--- src/rtl/hidden_layer_collector_if.sv ---
// Neuron-capture inputs plus the outgoing valid/ready/last value stream of the hidden-layer collector.
interface hidden_layer_collector_if #(
    parameter int NUM_NEURONS = 30,
    parameter int DATA_WIDTH  = 16
);
    logic [NUM_NEURONS*DATA_WIDTH-1:0] in_data;
    logic [NUM_NEURONS-1:0]            in_valid;
    logic [DATA_WIDTH-1:0]             out_data;
    logic                              out_valid;
    logic                              out_ready;
    logic                              out_last;

    modport master (
        output in_data, in_valid, out_ready,
        input  out_data, out_valid, out_last
    );

    modport slave (
        input  in_data, in_valid, out_ready,
        output out_data, out_valid, out_last
    );
endinterface

--- src/rtl/hidden_layer_collector.sv ---
// Collects one activation per neuron (any order), then streams the full vector neuron 0..N-1
// on a valid/ready handshake with last on the final value.
module hidden_layer_collector #(
    parameter int NUM_NEURONS = 30,
    parameter int DATA_WIDTH  = 16,
    parameter int CNT_WIDTH   = 16
) (
    input  logic                  clk,
    input  logic                  rst_n,
    hidden_layer_collector_if.slave bus,
    input  logic                  i_clr_overrun,
    output logic                  o_busy,
    output logic                  o_overrun,
    output logic [CNT_WIDTH-1:0]  o_frame_cnt
);
    localparam int IDX_W = $clog2(NUM_NEURONS);
    localparam logic [IDX_W-1:0] LAST_IDX = IDX_W'(NUM_NEURONS - 1);

    typedef enum logic {COLLECT, SEND} state_t;

    state_t                                  r_state, w_state_nxt;
    logic [NUM_NEURONS-1:0]                  r_got, w_got_nxt;
    logic [IDX_W-1:0]                        r_idx, w_idx_nxt;
    logic [CNT_WIDTH-1:0]                    r_frame_cnt, w_frame_cnt_nxt;
    logic                                    r_overrun, w_overrun_nxt;
    logic [NUM_NEURONS-1:0]                  w_cap;
    logic                                    w_drop;
    logic [NUM_NEURONS-1:0][DATA_WIDTH-1:0]  r_buf;

    always_ff @(posedge clk or negedge rst_n) begin
        if (!rst_n) begin
            r_state     <= COLLECT;
            r_got       <= '0;
            r_idx       <= '0;
            r_frame_cnt <= '0;
            r_overrun   <= 1'b0;
        end else begin
            r_state     <= w_state_nxt;
            r_got       <= w_got_nxt;
            r_idx       <= w_idx_nxt;
            r_frame_cnt <= w_frame_cnt_nxt;
            r_overrun   <= w_overrun_nxt;
        end
    end

    // Capture storage needs no reset: got flags gate every read.
    always_ff @(posedge clk) begin
        for (int i = 0; i < NUM_NEURONS; i++) begin
            if (w_cap[i]) r_buf[i] <= bus.in_data[i*DATA_WIDTH +: DATA_WIDTH];
        end
    end

    always_comb begin
        w_state_nxt     = r_state;
        w_got_nxt       = r_got;
        w_idx_nxt       = r_idx;
        w_frame_cnt_nxt = r_frame_cnt;
        w_cap           = '0;
        w_drop          = 1'b0;
        case (r_state)
            COLLECT: begin
                w_cap     = bus.in_valid & ~r_got;
                w_drop    = |(bus.in_valid & r_got);
                w_got_nxt = r_got | bus.in_valid;
                if (&w_got_nxt) begin
                    w_state_nxt = SEND;
                    w_idx_nxt   = '0;
                end
            end
            SEND: begin
                // Nothing is captured while streaming; the next frame starts clean.
                w_drop = |bus.in_valid;
                if (bus.out_ready) begin
                    if (r_idx == LAST_IDX) begin
                        w_state_nxt     = COLLECT;
                        w_got_nxt       = '0;
                        w_idx_nxt       = '0;
                        w_frame_cnt_nxt = r_frame_cnt + 1'b1;
                    end else begin
                        w_idx_nxt = r_idx + 1'b1;
                    end
                end
            end
            default: ;
        endcase
        w_overrun_nxt = w_drop | (r_overrun & ~i_clr_overrun);
    end

    assign bus.out_valid = (r_state == SEND);
    assign bus.out_data  = r_buf[r_idx];
    assign bus.out_last  = (r_state == SEND) && (r_idx == LAST_IDX);
    assign o_busy        = (r_state == SEND);
    assign o_overrun     = r_overrun;
    assign o_frame_cnt   = r_frame_cnt;
endmodule
--- src/flat_wrapper.sv ---
// flat-port wrapper written by rule: the top's interface ports become plain ports
module hidden_layer_collector_flat 
#(
    parameter int NUM_NEURONS = 30,
    parameter int DATA_WIDTH  = 16,
    parameter int CNT_WIDTH   = 16
)
  (clk, rst_n, i_clr_overrun, o_busy, o_overrun, o_frame_cnt, bus_in_data, bus_in_valid, bus_out_ready, bus_out_data, bus_out_valid, bus_out_last);
  hidden_layer_collector_if #(.NUM_NEURONS(NUM_NEURONS), .DATA_WIDTH(DATA_WIDTH)) bus_i ();
  input  logic clk;
  input  logic rst_n;
  input  logic i_clr_overrun;
  output logic o_busy;
  output logic o_overrun;
  output logic [CNT_WIDTH-1:0] o_frame_cnt;
  input wire logic [$bits(bus_i.in_data)-1:0] bus_in_data;
  input wire logic [$bits(bus_i.in_valid)-1:0] bus_in_valid;
  input wire logic [$bits(bus_i.out_ready)-1:0] bus_out_ready;
  output wire logic [$bits(bus_i.out_data)-1:0] bus_out_data;
  output wire logic [$bits(bus_i.out_valid)-1:0] bus_out_valid;
  output wire logic [$bits(bus_i.out_last)-1:0] bus_out_last;
  assign bus_i.in_data = bus_in_data;
  assign bus_i.in_valid = bus_in_valid;
  assign bus_i.out_ready = bus_out_ready;
  assign bus_out_data = bus_i.out_data;
  assign bus_out_valid = bus_i.out_valid;
  assign bus_out_last = bus_i.out_last;
  hidden_layer_collector #(.NUM_NEURONS(NUM_NEURONS), .DATA_WIDTH(DATA_WIDTH), .CNT_WIDTH(CNT_WIDTH)) u_core (.clk(clk), .rst_n(rst_n), .bus(bus_i), .i_clr_overrun(i_clr_overrun), .o_busy(o_busy), .o_overrun(o_overrun), .o_frame_cnt(o_frame_cnt));
endmodule
--- config.mk ---
export PLATFORM = sky130hd
export DESIGN_NAME = hidden_layer_collector_flat
export DESIGN_NICKNAME = d
export VERILOG_FILES = /design/src/rtl/hidden_layer_collector_if.sv /design/src/rtl/hidden_layer_collector.sv /design/src/flat_wrapper.sv
export SDC_FILE = /design/constraint.sdc
export NUM_CORES = 1
export LEC_CHECK = 0
export BUFFER_PORTS_ARGS = -buffer_cell sky130_fd_sc_hd__buf_2
export CAP_MARGIN = 10
export CORE_MARGIN = 3
export CORE_UTILIZATION = 25
export CTS_CLUSTER_DIAMETER = 100
export DETAILED_ROUTE_END_ITERATION = 8
export PLACE_DENSITY = 0.47
export SLEW_MARGIN = 10
export SYNTH_ARGS = -nofsm -noshare
export SYNTH_HDL_FRONTEND = slang
export SYNTH_SLANG_ARGS = --single-unit
export TNS_END_PERCENT = 100
--- constraint.sdc ---
create_clock -name clk -period 2.75 [get_ports clk]
set_input_delay 0.275 -clock clk [delete_from_list [all_inputs] [get_ports clk]]
set_output_delay 0.275 -clock clk [all_outputs]
set_load 0.01 [all_outputs]
Word-level counts from Yosys, hierarchy flattened
Index checks and enable logic that the tools add are counted.
{ "word_totals": {"regBits": 533, "inputBits": 514, "wordCells": 72} }
{ "classes": {"add_sub_neg": 2, "bitwise_logic": 8, "n_mux": 15, "magnitude_cmp": 1, "eq_ne": 4, "n_reduce_logical": 7} }
{ "ops": {"columns": ["op", "count"], "rows": [
  ["$mux W30", 3],
  ["$bmux W16 S5", 1],
  ["$and A30 B30 Y30", 2],
  ["$pmux W30 S2", 1],
  ["$reduce_or A30 Y1", 2],
  ["$not A30 Y30", 1],
  ["$or A30 B30 Y30", 1],
  ["$reduce_and A30 Y1", 1],
  ["$add A16 B1 Y16 const B", 1],
  ["$mux W16", 1],
  ["$mux W5", 3],
  ["$pmux W5 S2", 1],
  ["$lt A5 B6 Y1 const B", 1],
  ["$add A5 B1 Y5 const B", 1],
  ["$eq A5 B5 Y1 const B", 1],
  ["$ne A2 B2 Y1 const B", 2],
  ["$pmux W1 S2", 2],
  ["$reduce_and A2 Y1", 2],
  ["$mux W1", 3],
  ["$reduce_and A3 Y1", 1],
  ["$ne A2 B1 Y1 const B", 1],
  ["$not A1 Y1", 2],
  ["$and A1 B1 Y1", 1],
  ["$logic_and A1 B1 Y1", 1],
  ["$or A1 B1 Y1", 1]
]} }

Logic depth before layout (Yosys ltp)
Gate-level depths: netlist of run 1.
{ "logic_depth": {"word_depth": 4, "depth_mapped": 8} }

Worst setup path before layout of run 1
OpenSTA, ideal clock, no wires.
{ "synth_timing": {"kind": "flip-flop to flip-flop", "from": "register u_core.r_state, in the netlist u_core.bus.out_valid", "to": "register u_core.r_buf[0] in the netlist's numbering (enable)", "period_less_slack_ns": 2.497, "path_stages_with_launch": 4, "slack_ns": 0.253, "arrival_time_ns": 2.084, "setup_time_ns": 0.413, "required_time_ns": 2.337, "cell_sequence": "dfrtp_1 -> clkbuf_1 -> clkbuf_1 -> nor3b_1"} }
{ "synth_between": {"elab_chain_cells": 1} }
{ "synth_rtl": {"columns": ["item", "line", "text"], "rows": [
  ["start: declaration", "hidden_layer_collector.sv:21", "state_t r_state, w_state_nxt;"],
  ["start signal: assignment", "hidden_layer_collector.sv:38", "r_state <= w_state_nxt;"],
  ["$mux W30", "hidden_layer_collector.sv:60", "case (r_state)"],
  ["named net u_core.w_cap[0]", "hidden_layer_collector.sv:26", "logic [NUM_NEURONS-1:0] w_cap;"],
  ["end signal: indexed assignment", "hidden_layer_collector.sv:49", "if (w_cap[i]) r_buf[i] <= bus.in_data[i*DATA_WIDTH +: DATA_WIDTH];"],
  ["end: declaration", "hidden_layer_collector.sv:28", "logic [NUM_NEURONS-1:0][DATA_WIDTH-1:0] r_buf;"]
]} }
The timed path passes the listed nets, and every way through them passes these cells.
A chain may end at the register's enable or synchronous reset.

Worst setup path in the final report of run 1
{ "layout_timing": {"from": "register u_core.r_idx[1]", "to": "output bus_out_data[14]"} }
{ "layout_between": {"elab_chain_cells": 2} }
{ "layout_rtl": {"columns": ["item", "line", "text"], "rows": [
  ["start: declaration", "hidden_layer_collector.sv:23", "logic [IDX_W-1:0] r_idx, w_idx_nxt;"],
  ["start signal: assignment", "hidden_layer_collector.sv:40", "r_idx <= w_idx_nxt;"],
  ["$bmux W16 S5", "hidden_layer_collector.sv:90", "assign bus.out_data = r_buf[r_idx];"],
  ["$mux W16 (implied by the code)", "hidden_layer_collector.sv:90", null],
  ["end: declaration", "flat_wrapper.sv:19", "output wire logic [$bits(bus_i.out_data)-1:0] bus_out_data;"]
]} }
Every way passes these cells. The select of a mux whose other input is x is not followed.

==> out/metrics.yaml, run 1 <==
timing.final.max_slew_violations: 0
io_buffer_count: 549
max_slew.worst_pin.slew_ns: 0.668
final_layout_size_suffix_gt1_share_pct: 41.0
postSynth.asyncResetShare_pct: 9.94
critPathMaxStageDelay_ns: 0.48
flow.area_growth_from_synthesis_pct: 60.3
cp_num_buf_inv: 4
worst_slew_margin_rel_pct: 55.5
final_net_count: 2819
comb_power_share_pct: 34.7
clk_root_buffer_cell: "clkbuf_16"
tritoncts: "done"
register_area_mm2: 0.0158
synth-seq-cells: 533
netSwitchingPower_mw: 8.20
hold_viol: 0
cpLargestDelayFamily: "multiplexers"
clockBufferDepth: 3
worst_path_maximum_fanout: 7
die_height_um: 296
routed-via-count: 15841
switching_share_pct: 31.4
layoutNonFillerInstCount: 3432
drtPass1Iterations: 5
cts_sinks: 533
synthDominantAreaCellType: "edfxtp_1"
max_clock_freq_mhz: 312
power_density_mw_per_mm2: 774
grt_first_pass_wirelength_um: 121000
max_cap_violations: 0
finalWorstSetupSlack_ns: -0.454
post-place-ws_ns: -0.323
grt_use_total_pct: 19.2
synth.top_cell.area_share_pct: 68.3
route.detailed.vias_per_inst: 4.62
critical_path_rt_ns: 2.48
multi_input_gate_area_mm2: 0.00557
synth.cells.most_frequent: "edfxtp_1, mux2i_1, mux4_2, a21oi_1, dfrtp_1"
drt_iter0_drc: 1023
die_width_um: 296
place_congestion: 0.861
postRouteAntennaNets: 0
post_synth.cell_area_avg_um2: 18.8
number_of_global_route_vias_before_repair: 17612
setup_viol: 16
share_seq_of_total_power_pct: 34.5
dominantRegCellSynth: "edfxtp_1"
detail_route.wl_per_cell_um: 25.3
run_status: "finished with violations"
tritoncts_buffer_count: 61
detail_route.drc_violations: 0
fin_tns_setup_ns: -6.21
dp.cells: 2777
crit_arrival_ns: 2.93
synthCells: 1122
synth.lib_cells_used.distinct: 44
wl_um: 86700
crit_path_cell_trace: "buf_12 > buf_12 > buf_4 > mux4_2 > mux2i_2 > nor2_2 > a2111oi_4 > a21oi_2 > buf_2"
worst_setup_path_end_kind: "output pin"
final_min_period_over_clock_period_pct: 117
floorplan.initialDensity_pct: 25.5
grt_setup_unrepaired: "yes"
core_area_mm2: 0.0828
totalPowerFinal_mw: 26.2
cpMostUsedCell: "buf_12"
kind_of_start_point_of_the_critical_path: "register"
num_io_pins: 550
clkLatencyLatePin_ns: 0.63
yosysWarningCount: 0
most_numerous_cell_in_the_yosys_netlist: "edfxtp_1"
worst_hold_path_type: "input port to register"
place_hpwl_um: 62200
seq_area_frac_synth_pct: 74.6
violations: "negative setup slack"
worst_setup_hold_path_clk_slew_ns: 0.06
power.share.clock_pct: 30.8
design.die.area_mm2: 0.0879
power.leakage_nw: 12.6
htree_num_levels: 2
globalRoute.totalOverflow: 0
number_of_enable_flip_flop_cells_after_synthesis: 480
power.internal_mw: 18.0
largest_net_degree_at_the_start_of_global_routing: 47
filler_cell_count: 7612
synthesis.area_mm2: 0.0211
slowest_stage: "dfrtp_4"
std_cell_rows: 105
critPathKind: "register to output pin"
worst_case_clock_skew_ns: 0.0299
ir_worst_vdd_uv: 539
synthesis.nets: 1639
antenna_found_initial: 15
synth.area.top_cells: "edfxtp_1, mux4_2, dfrtp_1"
post-route-min-period_ns: 3.20
-- flip-flops by register name (all words and copies together) (netlist names) --
register,count
u_core.r_buf,480
u_core.r_got,30
u_core.o_frame_cnt,16
u_core.r_idx,5
u_core.bus.out_valid,1
u_core.o_overrun,1
-- cells by family after synthesis --
kind of cell	Yosys count	synth area share, %
xor gates and xnor gates	15	0.623
DFF	533	74.6
adders and majority gates	3	0.178
and+or+nand+nor	149	3.69
muxes	179	13.4
buffers and inverters	66	1.85
AOI/OAI and AO/OA	177	5.61
-- routing by layer --
layer | routed length [µm] | part of all wire (%) | track usage [%] | up-vias
met1 | 35200 | 41 | 24.4 | 7925
met3 | 6050 | 7.0 | 4.10 | 196
met2 | 42100 | 49 | 32.1 | 706
met4 | 3380 | 3.9 | 7.77 | 8
li1 | - | - | - | 7006
met5 | 45 | 0.052 | 0 | -
-- power groups by stage --
stage                     clock [mW]  combinational [mW]  sequential, mW
final                           8.06                9.07            9.03
after global routing            8.59                9.65            9.04
after CTS                       8.28                9.10            9.03
after detailed placement           0                7.48            9.28
after global placement             0                7.42            9.28
after floorplan                    0                3.90            9.11
-- cell type report --
cell class                      instances  share of cell area (%)
Antenna cell                           11                  0.0814
Sequential cell                       533                    46.6
Tap cell                             1070                    3.96
Clock buffer                           67                    4.64
Multi-Input combinational cell        523                    16.5
Clock inverter                         45                    1.20
Inverter                                4                  0.0444
Timing Repair Buffer                 1179                    27.0
-- through the flow --
step,utilization [%],hold slack [ns],instance area [µm²]
2_1_floorplan,-,-0.0206,21100
3_3_place_gp,31.3,0.341,25900
3_5_place_dp,31.3,0.353,25900
4_1_cts,40.7,0.000232,33700
5_1_grt,40.8,0.0465,33800
6_report,40.8,0.0566,33800
-- worst register-to-register path, stage by stage (launching register included) --
cell and delay, ns:
dfrtp_4 0.48, buf_12 0.16, buf_12 0.14, buf_8 0.14
inv_2 0.09, ha_1 0.19, and4_1 0.29, nand3_1 0.29
nor3_2 0.37, nand2_1 0.12, xnor2_1 0.14
-- cells in the final DEF (no fill, tap or decap), drive strengths merged, types with 5 or more instances in the layout --
cell type / n
nand4: 9
nand2: 18
mux2i: 82
edfxtp: 480
diode: 11
clkinvlp: 6
mux4: 80
nor2: 53
nor4: 11
nand3: 14
nor3b: 30
mux2: 17
a2111oi: 16
a21oi: 64
a31oi: 17
dfrtp: 53
dlygate4sd3: 510
clkinv: 29
o22ai: 31
o21ai: 18
buf: 668
xnor2: 10
clkbuf: 67
a22oi: 7
bufinv: 6
xor2: 5
inv: 8
nor3: 5
o221ai: 16
-- worst paths after layout --
kind / startpoint / endpoint / slack, ns / cells after the start
max: u_core.r_idx[1]$_DFFE_PN0P_ / bus_out_data[14] / -0.45 / 9
min: bus_in_valid[7] / u_core.r_got[7]$_DFFE_PN0P_ / 0.06 / 3
max reg2reg: u_core.r_idx[1]$_DFFE_PN0P_ / u_core.o_frame_cnt[9]$_DFFE_PN0P_ / 0.22 / 10
min reg2reg: u_core.o_frame_cnt[15]$_DFFE_PN0P_ / u_core.o_frame_cnt[15]$_DFFE_PN0P_ / 0.47 / 1
max in group asynchronous: rst_n / u_core.o_frame_cnt[13]$_DFFE_PN0P_ / 1.77 / 3
min in group asynchronous: rst_n / u_core.o_frame_cnt[3]$_DFFE_PN0P_ / 0.24 / 2
-- timing repair --
action                                 CTS  global route
gates resized for setup                 80            29
endpoints found under the hold margin  532             0
cloned                                   3             0
setup endpoints to repair               17            22
pin swaps                               22             4
buffers inserted                        18             5
hold buffers                           510             0
Power figures use the tool's default switching activity.
==> run 2: changes to the inputs <==
--- a/config.mk
+++ b/config.mk
@@ -11,6 +11,7 @@
 export CORE_UTILIZATION = 25
 export CTS_CLUSTER_DIAMETER = 100
 export DETAILED_ROUTE_END_ITERATION = 8
+export MAX_ROUTING_LAYER = met4
 export PLACE_DENSITY = 0.47
 export SLEW_MARGIN = 10
 export SYNTH_ARGS = -nofsm -noshare
==> out/metrics.yaml, run 2 (synthesized netlist as in run 1, its figures left out) <==
routed-via-count: 15848
grt_first_pass_wirelength_um: 121000
detail_route.wl_per_cell_um: 25.2
design.die.area_mm2: 0.0879
netSwitchingPower_mw: 8.19
globalRoute.totalOverflow: 0
slowest_stage: "dfrtp_4"
power.internal_mw: 18.0
crit_path_cell_trace: "buf_12 > buf_12 > buf_4 > mux4_2 > mux2i_2 > nor2_2 > a2111oi_4 > a21oi_2 > buf_2"
switching_share_pct: 31.3
critPathMaxStageDelay_ns: 0.48
critical_path_rt_ns: 2.48
worst_setup_path_end_kind: "output pin"
die_width_um: 296
worst_slew_margin_rel_pct: 56.0
route.detailed.vias_per_inst: 4.60
drt_iter0_drc: 969
clk_root_buffer_cell: "clkbuf_16"
kind_of_start_point_of_the_critical_path: "register"
num_io_pins: 550
ir_worst_vdd_uv: 531
detail_route.drc_violations: 0
critPathKind: "register to output pin"
violations: "negative setup slack"
timing.final.max_slew_violations: 0
io_buffer_count: 549
power.leakage_nw: 12.6
largest_register: "u_core.r_buf"
final.hold.worst_slack_ns: 0.0671
worst_hold_path_type: "input port to register"
worst_setup_hold_path_clk_slew_ns: 0.06
worst_path_maximum_fanout: 7
setup_viol: 16
max_slew.worst_pin.slew_ns: 0.660
clockBufferDepth: 3
max_cap_violations: 0
grt_use_total_pct: 19.8
placed_area_mm2: 0.0259
antenna_found_initial: 21
tritoncts_buffer_count: 61
final_layout_size_suffix_gt1_share_pct: 41.0
clkLatencyLatePin_ns: 0.63
htree_num_levels: 2
post-route-cell-area_mm2: 0.0338
tritoncts: "done"
grt_setup_unrepaired: "yes"
share_seq_of_total_power_pct: 34.5
number_of_global_route_vias_before_repair: 17618
power.share.clock_pct: 30.8
postRouteAntennaNets: 0
floorplan.initialDensity_pct: 25.5
comb_power_share_pct: 34.6
std_cell_rows: 105
max_clock_freq_mhz: 312
worst_case_clock_skew_ns: 0.0297
run_status: "finished with violations"
cpMostUsedCell: "buf_12"
hold_viol: 0
totalPowerFinal_mw: 26.1
flow.area_growth_from_synthesis_pct: 60.5
crit_arrival_ns: 2.93
final_net_count: 2819
largest_register_ffs: 480
layout.cells.most_common_list: "buf_2, dlygate4sd3_1, edfxtp_1"
place_hpwl_um: 62200
final_min_period_over_clock_period_pct: 117
post-route-min-period_ns: 3.21
mostFrequentLayoutCell: "buf_2"
drtPass1Iterations: 6
largest_net_degree_at_the_start_of_global_routing: 47
core_area_mm2: 0.0828
cts_sinks: 533
wl_um: 86700
die_height_um: 296
finalWorstSetupSlack_ns: -0.460
place_congestion: 0.875
power_density_mw_per_mm2: 773
## run 2: changes by cell type in the layout (fill, tap and decap cells not counted), sizes merged
cell | before | now
diode | 11 | 23
## run 2: cell type report
| type | count | area, µm² |
|---|---|---|
| clock buffer | 67 | 1570 |
| fill | 7616 | 48900 |
| clock inverter | 45 | 407 |
| tap | 1070 | 1340 |
| timing repair buffer | 1179 | 9130 |
| sequential | 533 | 15800 |
| multi-input combinational | 523 | 5570 |
| antenna | 23 | 57.6 |
| inverter | 4 | 15.0 |
## run 2: critical path, delay by kind of cell (launching register included)
kind	cells	cell delay, ns
muxes	2	0.62
DFF	1	0.48
buffers and inverters	4	0.60
AOI/OAI and AO/OA	2	0.51
and+or+nand+nor	1	0.10
## run 2: stage by stage
stage / std cells / TNS, ns / setup WS, ns / utilization (%)
2_1_floorplan: 1122 / 0 / 0.253 / -
3_3_place_gp: 2777 / -0.677 / -0.277 / 31.3
3_5_place_dp: 2777 / -0.820 / -0.323 / 31.3
4_1_cts: 3418 / -7.70 / -0.533 / 40.7
5_1_grt: 3442 / -8.61 / -0.586 / 40.9
6_report: 3444 / -6.21 / -0.460 / 40.9
## run 2: final timing paths
| check | startpoint | end | slack, ns | cells past startpoint |
|---|---|---|---|---|
| setup / recovery | u_core.r_idx[1]$_DFFE_PN0P_ | bus_out_data[14] | -0.46 | 9 |
| min in group asynchronous | rst_n | u_core.o_frame_cnt[3]$_DFFE_PN0P_ | 0.23 | 2 |
| hold / removal | bus_in_valid[7] | u_core.r_got[7]$_DFFE_PN0P_ | 0.07 | 3 |
| setup reg to reg | u_core.r_idx[1]$_DFFE_PN0P_ | u_core.o_frame_cnt[9]$_DFFE_PN0P_ | 0.21 | 10 |
| max in group asynchronous | rst_n | u_core.o_frame_cnt[13]$_DFFE_PN0P_ | 1.78 | 3 |
| hold reg to reg | u_core.o_frame_cnt[15]$_DFFE_PN0P_ | u_core.o_frame_cnt[15]$_DFFE_PN0P_ | 0.47 | 1 |
## run 2: power by group through the flow
stage                     registers, mW  logic, mW  clock network [mW]
after CTS                          9.03       9.10                8.28
after floorplan                    9.11       3.90                   0
after global placement             9.28       7.42                   0
final                              9.03       9.05                8.07
after detailed placement           9.28       7.48                   0
after global routing               9.04       9.65                8.60
## run 2: layer usage
layer	track usage [%]	vias to the layer above	routed length (µm)
met5	-	-	0
met4	7.74	0	3170
met3	3.89	190	5830
met2	32.1	708	42100
met1	24.6	7931	35600
li1	-	7019	-
## run 2: what timing repair did
item                                    in CTS  in global routing
gates resized for setup                     80                 29
endpoints found under the setup margin      17                 22
buffers inserted                            18                  5
hold buffers                               510                  0
hold endpoints to repair                   532                  0
gates cloned                                 3                  0
pin swaps                                   22                  4
==> run 3: changes to the inputs <==
--- a/config.mk
+++ b/config.mk
@@ -7,12 +7,14 @@
 export LEC_CHECK = 0
 export BUFFER_PORTS_ARGS = -buffer_cell sky130_fd_sc_hd__buf_2
 export CAP_MARGIN = 10
+export CELL_PAD_IN_SITES_DETAIL_PLACEMENT = 0
+export CELL_PAD_IN_SITES_GLOBAL_PLACEMENT = 1
 export CORE_MARGIN = 3
 export CORE_UTILIZATION = 25
 export CTS_CLUSTER_DIAMETER = 100
 export DETAILED_ROUTE_END_ITERATION = 8
 export MAX_ROUTING_LAYER = met4
-export PLACE_DENSITY = 0.47
+export PLACE_DENSITY = 0.53
 export SLEW_MARGIN = 10
 export SYNTH_ARGS = -nofsm -noshare
 export SYNTH_HDL_FRONTEND = slang
==> constraint.sdc (replaced) <==
create_clock -name clk -period 2.75 [get_ports clk]
set_input_delay 0.275 -clock clk [delete_from_list [all_inputs] [get_ports clk]]
set_output_delay 0.275 -clock clk [all_outputs]
set_load 0.02 [all_outputs]
==> out/metrics.yaml, run 3 (synthesized netlist as in run 1, its figures left out) <==
largest_net_degree_at_the_start_of_global_routing: 45
std_cell_rows: 105
fin_tns_setup_ns: -6.77
post-route-cell-area_mm2: 0.0343
io_buffer_count: 549
largest_register_ffs: 480
die_width_um: 296
place_hpwl_um: 62300
postRouteAntennaNets: 0
max_clock_freq_mhz: 307
post-route-min-period_ns: 3.26
setup_viol: 16
layout.cells.most_common_list: "buf_2, dlygate4sd3_1, edfxtp_1"
routed-via-count: 15744
core_area_mm2: 0.0828
final_net_count: 2843
power.leakage_nw: 12.8
clockBufferDepth: 3
mostFrequentLayoutCell: "buf_2"
route.detailed.vias_per_inst: 4.54
largest_register: "u_core.r_buf"
run_status: "finished with violations"
filler_cell_count: 7568
grt_setup_unrepaired: "yes"
number_of_global_route_vias_before_repair: 17332
max_cap_violations: 0
worst_setup_path_end_kind: "output pin"
final_layout_size_suffix_gt1_share_pct: 41.9
wl_um: 86300
clkLatencyLatePin_ns: 0.65
cts_sinks: 533
timing.final.max_slew_violations: 0
tritoncts: "done"
drt_iter0_drc: 1090
grt_use_total_pct: 19.8
globalRoute.totalOverflow: 0
detail_route.wl_per_cell_um: 24.9
register_area_mm2: 0.0158
tritoncts_buffer_count: 61
finalWorstSetupSlack_ns: -0.509
ir_worst_vdd_uv: 516
worst_case_clock_skew_ns: 0.0362
worst_slew_margin_rel_pct: 65.6
design.die.area_mm2: 0.0879
clk_root_buffer_cell: "clkbuf_16"
flow.area_growth_from_synthesis_pct: 62.6
antenna_found_initial: 16
kind_of_start_point_of_the_critical_path: "register"
final_min_period_over_clock_period_pct: 118
place_congestion: 0.872
num_io_pins: 550
power_density_mw_per_mm2: 815
placed_area_mm2: 0.0259
worst_hold_path_type: "input port to async pin"
die_height_um: 296
critical_path_rt_ns: 2.48
floorplan.initialDensity_pct: 25.5
max_slew.worst_pin.slew_ns: 0.516
critPathKind: "register to output pin"
worst_path_maximum_fanout: 7
crit_arrival_ns: 2.98
violations: "negative setup slack"
htree_num_levels: 2
drtPass1Iterations: 4
multi_input_gate_area_mm2: 0.00560
worst_setup_hold_path_clk_slew_ns: 0.06
detail_route.drc_violations: 0
hold_viol: 0
grt_first_pass_wirelength_um: 121000
==> run 3: cell types whose count changed in the layout (fill, tap and decap cells not counted), moves of 5 or more <==
cell	before	now
buf_2	541	533
o22ai_2	10	2
clkinv_1	17	7
buf_4	96	119
buf_12	20	12
o22ai_1	19	29
o21ai_1	6	0
a21oi_1	56	51
o21ai_0	11	18
buf_6	8	16
==> run 3: worst max-delay path: stages (launching register included) <==
cell	delay, ns
dfrtp_4	0.51
buf_12	0.16
buf_4	0.14
mux4_2	0.47
mux2i_2	0.20
nor2_2	0.08
a2111oi_4	0.34
buf_4	0.22
a21oi_1	0.05
buf_4	0.17
==> run 3: final timing paths <==
kind	depth (start not counted)	from	slack (ns)	end
setup / recovery	9	u_core.r_idx[1]$_DFFE_PN0P_	-0.51	bus_out_data[4]
hold / removal	2	rst_n	0.13	u_core.o_frame_cnt[8]$_DFFE_PN0P_
setup reg to reg	9	u_core.r_idx[0]$_DFFE_PN0P_	0.34	u_core.o_frame_cnt[13]$_DFFE_PN0P_
hold reg to reg	1	u_core.o_frame_cnt[15]$_DFFE_PN0P_	0.48	u_core.o_frame_cnt[15]$_DFFE_PN0P_
max in group asynchronous	3	rst_n	1.96	u_core.r_idx[1]$_DFFE_PN0P_
min in group clk	2	bus_in_data[48]	0.33	u_core.r_buf[48]$_DFFE_PP_
==> run 3: through the flow <==
stage	util [%]	power [mW]	cells	hold WS [ns]	setup slack [ns]
after floorplan	-	13.2	1122	-0.0206	0.195
after global placement	31.3	17.1	2791	0.234	-0.217
after detailed placement	31.3	17.2	2791	0.244	-0.252
after CTS	41.1	27.9	3443	0.102	-0.552
after global routing	41.4	29.1	3465	0.129	-0.610
final	41.4	27.9	3469	0.129	-0.509
==> run 3: report_power, final <==
group / switching, mW / internal, mW
Clock: 3.54 / 5.07
Combinational: 5.22 / 5.04
Sequential: 0.140 / 8.91
==> run 3: what timing repair did <==
action / in CTS / in global routing
endpoints found under the hold margin: 551 / 0
buffers inserted: 20 / 6
cloned: 4 / 0
pin swaps: 19 / 4
endpoints found under the setup margin: 17 / 17
gates resized for setup: 93 / 40
hold buffers: 513 / 0
==> run 3: final cells by class <==
type / instances / area share (%)
Timing Repair Buffer: 1203 / 27.3
Clock buffer: 65 / 4.50
Multi-Input combinational cell: 523 / 16.3
Tap cell: 1070 / 3.90
Antenna cell: 20 / 0.146
Sequential cell: 533 / 45.9
Inverter: 4 / 0.0438
Clock inverter: 51 / 1.80
==> run 3: per-layer routing <==
layer	up-vias	routed length, µm	GRT usage, %
li1	7057	-	-
met1	7953	36300	25.4
met2	611	42800	32.6
met3	123	5020	3.26
met4	0	2110	5.50
met5	-	0	-
